$ cat config.mk
export PLATFORM = sky130hd
export DESIGN_NAME = rcn_slave_buf
export DESIGN_NICKNAME = d
export VERILOG_FILES = /design/src/rtl/rcn_slave_buf.sv
export SDC_FILE = /design/constraint.sdc
export NUM_CORES = 1
export LEC_CHECK = 0
export ABC_AREA = 0
export CORE_MARGIN = 2
export CORE_UTILIZATION = 51
export CTS_BUF_LIST = sky130_fd_sc_hd__clkbuf_4 sky130_fd_sc_hd__clkbuf_8 sky130_fd_sc_hd__clkbuf_16
export CTS_CLUSTER_DIAMETER = 120
export CTS_CLUSTER_SIZE = 30
export DETAILED_ROUTE_END_ITERATION = 10
export PLACE_DENSITY_LB_ADDON = 0.15
export SYNTH_ARGS = -nofsm -noshare
export SYNTH_HDL_FRONTEND = slang
export SYNTH_SLANG_ARGS = --single-unit
$ cat constraint.sdc
create_clock -name clk -period 3.2 [get_ports clk]
set_input_delay 0.64 -clock clk [delete_from_list [all_inputs] [get_ports clk]]
set_output_delay 0.64 -clock clk [all_outputs]
set_load 0.02 [all_outputs]
$ cat src/rtl/rcn_slave_buf.sv
// rcn_slave_buf: target-side node on the 69-bit rcn ring.
// Captures requests addressed to its window, queues them for a local target
// (cs/ack handshake), and puts each completion back on the ring as a
// response word in the first free slot. A 4-deep credit counter limits the
// number of requests in flight, so the response queue can never overflow.
module rcn_slave_buf #(
  parameter logic [23:0] ADDR_BASE = 24'h000000,
  parameter logic [23:0] ADDR_MASK = 24'hFF0000
) (
  input  logic        clk,
  input  logic        rst_n,
  input  logic [68:0] rcn_in,
  output logic [68:0] rcn_out,
  output logic        cs,
  output logic        wr,
  output logic [3:0]  mask,
  output logic [23:0] addr,
  output logic [31:0] wdata,
  input  logic        ack,
  input  logic [31:0] rdata
);

  // Queue entries hold the ring word without valid/pending:
  // wr[66] id[65:60] mask[59:56] addr[55:34] seq[33:32] data[31:0]
  localparam int ENTRY_W = 67;

  logic [ENTRY_W-1:0] req_mem_q  [4];
  logic [ENTRY_W-1:0] resp_mem_q [4];

  logic [1:0]  req_wptr_q,  req_wptr_d;
  logic [1:0]  req_rptr_q,  req_rptr_d;
  logic [2:0]  req_cnt_q,   req_cnt_d;
  logic [1:0]  resp_wptr_q, resp_wptr_d;
  logic [1:0]  resp_rptr_q, resp_rptr_d;
  logic [2:0]  resp_cnt_q,  resp_cnt_d;
  logic [2:0]  outstanding_q, outstanding_d;
  logic [68:0] rcn_out_q,   rcn_out_d;

  logic               in_valid;
  logic               in_is_req;
  logic [23:0]        in_byte_addr;
  logic               match;
  logic               accept;
  logic               req_empty;
  logic               req_pop;
  logic [ENTRY_W-1:0] req_head;
  logic [ENTRY_W-1:0] resp_entry;
  logic               resp_nonempty;
  logic               inject;

  assign in_valid     = rcn_in[68];
  assign in_is_req    = rcn_in[68] & rcn_in[67];
  assign in_byte_addr = {rcn_in[55:34], 2'b00};
  assign match        = in_is_req &&
                        ((in_byte_addr & ADDR_MASK) == (ADDR_BASE & ADDR_MASK));
  // outstanding never exceeds 4, so bit 2 set means no credit left
  assign accept       = match && !outstanding_q[2];

  assign req_empty    = (req_cnt_q == 3'd0);
  assign req_head     = req_mem_q[req_rptr_q];
  assign req_pop      = !req_empty && ack;

  // Writes return their own data; reads return the target's rdata
  assign resp_entry   = {req_head[66:32], req_head[66] ? req_head[31:0] : rdata};

  assign resp_nonempty = (resp_cnt_q != 3'd0);
  // A slot is free when it is empty or when we are consuming it this cycle
  assign inject        = resp_nonempty && (!in_valid || accept);

  // Local request port: driven straight from the queue head, zero when idle
  always_comb begin
    cs    = !req_empty;
    wr    = 1'b0;
    mask  = 4'h0;
    addr  = 24'h000000;
    wdata = 32'h00000000;
    if (!req_empty) begin
      wr    = req_head[66];
      mask  = req_head[59:56];
      addr  = {req_head[55:34], 2'b00};
      wdata = req_head[31:0];
    end
  end

  // Next-state for both queues, the credit counter and the ring output
  always_comb begin
    req_wptr_d    = req_wptr_q;
    req_rptr_d    = req_rptr_q;
    req_cnt_d     = req_cnt_q;
    resp_wptr_d   = resp_wptr_q;
    resp_rptr_d   = resp_rptr_q;
    resp_cnt_d    = resp_cnt_q;
    outstanding_d = outstanding_q;
    rcn_out_d     = rcn_in;

    if (accept)  req_wptr_d = req_wptr_q + 2'd1;
    if (req_pop) req_rptr_d = req_rptr_q + 2'd1;
    case ({accept, req_pop})
      2'b10:   req_cnt_d = req_cnt_q + 3'd1;
      2'b01:   req_cnt_d = req_cnt_q - 3'd1;
      default: req_cnt_d = req_cnt_q;
    endcase

    if (req_pop) resp_wptr_d = resp_wptr_q + 2'd1;
    if (inject)  resp_rptr_d = resp_rptr_q + 2'd1;
    case ({req_pop, inject})
      2'b10:   resp_cnt_d = resp_cnt_q + 3'd1;
      2'b01:   resp_cnt_d = resp_cnt_q - 3'd1;
      default: resp_cnt_d = resp_cnt_q;
    endcase

    // Credit is returned only once the response has actually left
    case ({accept, inject})
      2'b10:   outstanding_d = outstanding_q + 3'd1;
      2'b01:   outstanding_d = outstanding_q - 3'd1;
      default: outstanding_d = outstanding_q;
    endcase

    if (inject)      rcn_out_d = {1'b1, 1'b0, resp_mem_q[resp_rptr_q]};
    else if (accept) rcn_out_d = 69'd0;
  end

  // Control state; reset discards everything in flight and clears the ring
  always_ff @(posedge clk or negedge rst_n) begin
    if (!rst_n) begin
      req_wptr_q    <= 2'd0;
      req_rptr_q    <= 2'd0;
      req_cnt_q     <= 3'd0;
      resp_wptr_q   <= 2'd0;
      resp_rptr_q   <= 2'd0;
      resp_cnt_q    <= 3'd0;
      outstanding_q <= 3'd0;
      rcn_out_q     <= 69'd0;
    end else begin
      req_wptr_q    <= req_wptr_d;
      req_rptr_q    <= req_rptr_d;
      req_cnt_q     <= req_cnt_d;
      resp_wptr_q   <= resp_wptr_d;
      resp_rptr_q   <= resp_rptr_d;
      resp_cnt_q    <= resp_cnt_d;
      outstanding_q <= outstanding_d;
      rcn_out_q     <= rcn_out_d;
    end
  end

  // Queue storage; contents need no reset because the counts gate all reads
  always_ff @(posedge clk) begin
    if (accept)  req_mem_q[req_wptr_q]   <= rcn_in[66:0];
    if (req_pop) resp_mem_q[resp_wptr_q] <= resp_entry;
  end

  assign rcn_out = rcn_out_q;

endmodule

==> results.cfg <==
[sta]
max_slew_margin_pct = 47.5
finalCritPeriodShare_pct = 97.6
setup_viol_count_final = 0
setup_ws_ps = 75.8
finalHoldViolations = 0
worst_pin_slew_ps = 787
max_freq_ghz = 0.320
rsz0062_at_grt = no
fin_crit_ps = 3120
finalClockSkew_ps = 21.6
whs_ps = 84.4
maxSlewViolCount = 0

[cells_and_area]
fillers = 3398
final_layout_size_suffix_gt1_share_pct = 21.6
nets = 1630
area_delta_synth_final_pct = 18.3
final_cell_area_um2 = 28700

[run_status]
status = finished clean

[drt]
antenna_left = 0
wl_per_cell_um = 25.7
vias = 12500
viasPerCell = 5.86
drt_wl_total_mm = 54.9
first_pass_iters = 5
drt_iter0_drc = 1133
drc_errors = 0

[clock_tree]
clk_path_buf_depth = 3
root_buffer = clkbuf_16
clk_latency_ps = 590
cts_buffers = 24
clock_sinks = 622
cts_tree = yes
cts_max_level = 1
clk_pin_slew_ps = 110

[yosys]
yosys_most_used_dff = edfxtp_1
synth_edf_count = 536
synth_cells = 1248
synth_adder_area_share_pct = 0.815
synth_warnings = 0
yosys-mux-area-fraction_pct = 14.4
yosysSeqAreaShare_pct = 75.2
synth_top_area_share_pct = 66.3
synth_area_um2 = 24300
synth_top_family_by_area = multiplexers
synth.most_common_cell = edfxtp_1
yosysUniqueCellTypes = 34
syn_avg_cell_area_um2 = 19.4
synth_xor_area_share_pct = 0.541
synthSimpleGateAreaFrac_pct = 4.68
synth_area_leader_cell = edfxtp_1
synthTopCellsByArea = edfxtp_1, mux4_2, dfrtp_1
ys_ff_latch = 622
synth_compound_area_share_pct = 2.56
synth_common_cells = edfxtp_1, mux4_2, dfrtp_1, and3_1
async_flop_share_pct = 13.8

[worst_setup_path]
crit_type = flip-flop to output port
startpoint_type = flip-flop
worst-endpoint-required_ps = 2560
startpoint = req_rptr_q[0]$_DFFE_PN0P_
regToRegStartpoint = req_cnt_q[0]$_DFFE_PN0P_
worstPathArrival_ps = 2480
endpoint_kind = output port
path_max_fanout = 15

[floorplanning]
die_w_um = 222
ios = 235
start_util_pct = 51.9
core_area_um2 = 46800
rows = 79
die_h_um = 222
die-area_um2 = 49300

[global_route]
grt_pass1_vias = 13000
grt_max_degree = 62
grt-ovfl-total = 0
grt_pass1_wl_mm = 82.8
antenna_found_initial = 3
gr-usage-all-layers_pct = 22.5

[place]
portBuffers = 232
place_area_um2 = 27800
pre_cts_ws_ps = -49.9
gp_congestion = 0.722
dp_hpwl_mm = 33.0

[worst_hold_path]
min_path_type = primary input to asynchronous set/reset pin

[job]
drv_cap = 0

[power_and_ir_drop]
p_leak_nw = 10.0
ir_drop_mv = 0.514
power.density_nw_per_um2 = 854
==> routing by layer <==
| metal | wire length (um) | vias to the layer above | track usage, % |
|---|---|---|---|
| met4 | 555 | 2 | 3.53 |
| met2 | 27800 | 375 | 38.0 |
| met1 | 23500 | 6699 | 32.5 |
| met3 | 3030 | 37 | 2.65 |
| li1 | - | 5423 | - |
| met5 | 15 | - | 0 |
==> logic make-up (layout without fill, tap and decap cells) <==
group                    count (synthesis)  in the layout
flip-flops                             622            622
XOR/XNOR                                15             15
AND/OR/NAND/NOR                        204            204
buffers and inverters                   92            373
other                                    1              5
adder cells (fa/ha/maj)                 14             14
multiplexers                           176            176
AO/OA/AOI/OAI                          124            124
==> stage by stage <==
| step | utilization (%) | instances | setup TNS [ps] | total power (W) |
|---|---|---|---|---|
| floorplan | - | 1249 | 0 | 0.0170 |
| global placement | 59.4 | 2065 | 0 | 0.0208 |
| detailed placement | 59.4 | 2065 | -95.1 | 0.0209 |
| CTS | 61.3 | 2125 | -111 | 0.0247 |
| global route | 61.4 | 2138 | 0 | 0.0257 |
| finish | 61.4 | 2140 | 0 | 0.0245 |
==> critical path, cell delays in order (launching register included) <==
cell           delay, ps
dfrtp_4              480
buf_12               120
buf_16               180
mux4_2               600
and2_1               180
dlygate4sd2_1        310
==> power breakdown <==
| part | internal, W | total (W) | switching [W] | leakage (nW) |
|---|---|---|---|---|
| combinational | 0.00434 | 0.00920 | 0.00486 | 3.72 |
| sequential | 0.0107 | 0.0114 | 0.000681 | 5.89 |
| clock | 0.00165 | 0.00393 | 0.00228 | 0.395 |
==> cells in the final DEF (no fill, tap or decap), drive strengths merged, types with 9 or more instances in the layout <==
master,synthesis,routed
edfxtp,536,536
clkdlybuf4s50,0,172
mux4,134,134
dfrtp,86,86
buf,34,84
and3,68,68
o21ai,64,64
nand2,63,63
a21oi,59,59
and2,59,59
clkbuf,42,51
dlygate4sd2,0,44
mux2,41,41
inv,16,17
ha,11,11
xnor2,9,9
==> flip-flops by register name, indices dropped and copies added, names as in the netlist <==
signal,count
resp_rptr_q,2
req_mem_q,268
resp_mem_q,268
req_cnt_q,3
outstanding_q,3
resp_cnt_q,3
req_rptr_q,2
resp_wptr_q,2
req_wptr_q,2
rcn_out,69
==> area by class of cell <==
class	count	area [um2]	area share, %
well taps	607	759	2.65
flip-flops and latches	622	18300	63.6
diodes	3	7.51	0.0261
repair buffers	313	3200	11.1
inverters	16	60.1	0.209
clock buffers	43	761	2.65
clock inverters	1	8.76	0.0305
multi-input cells	535	5650	19.7
==> path summary, 6_finish.rpt <==
check                                          endpoint  slack (ps)  cells after the start
setup / recovery                                addr[7]          80                      5
hold / removal                    rcn_out[53]$_DFF_PN0_          80                      1
setup reg to reg              resp_cnt_q[2]$_DFFE_PN0P_         710                      9
hold reg to reg            outstanding_q[0]$_DFFE_PN0P_         480                      1
max in group asynchronous    resp_rptr_q[0]$_DFFE_PN0N_        2340                      2
min in group clk           outstanding_q[0]$_DFFE_PN0P_         480                      1
==> timing repair <==
action	CTS	global route
hold buffers	0	0
resized for setup	80	8
setup buffers	15	12
endpoints found under the setup margin	59	18
gates cloned	1	0
No activity file was read; power rests on OpenSTA's default activity.
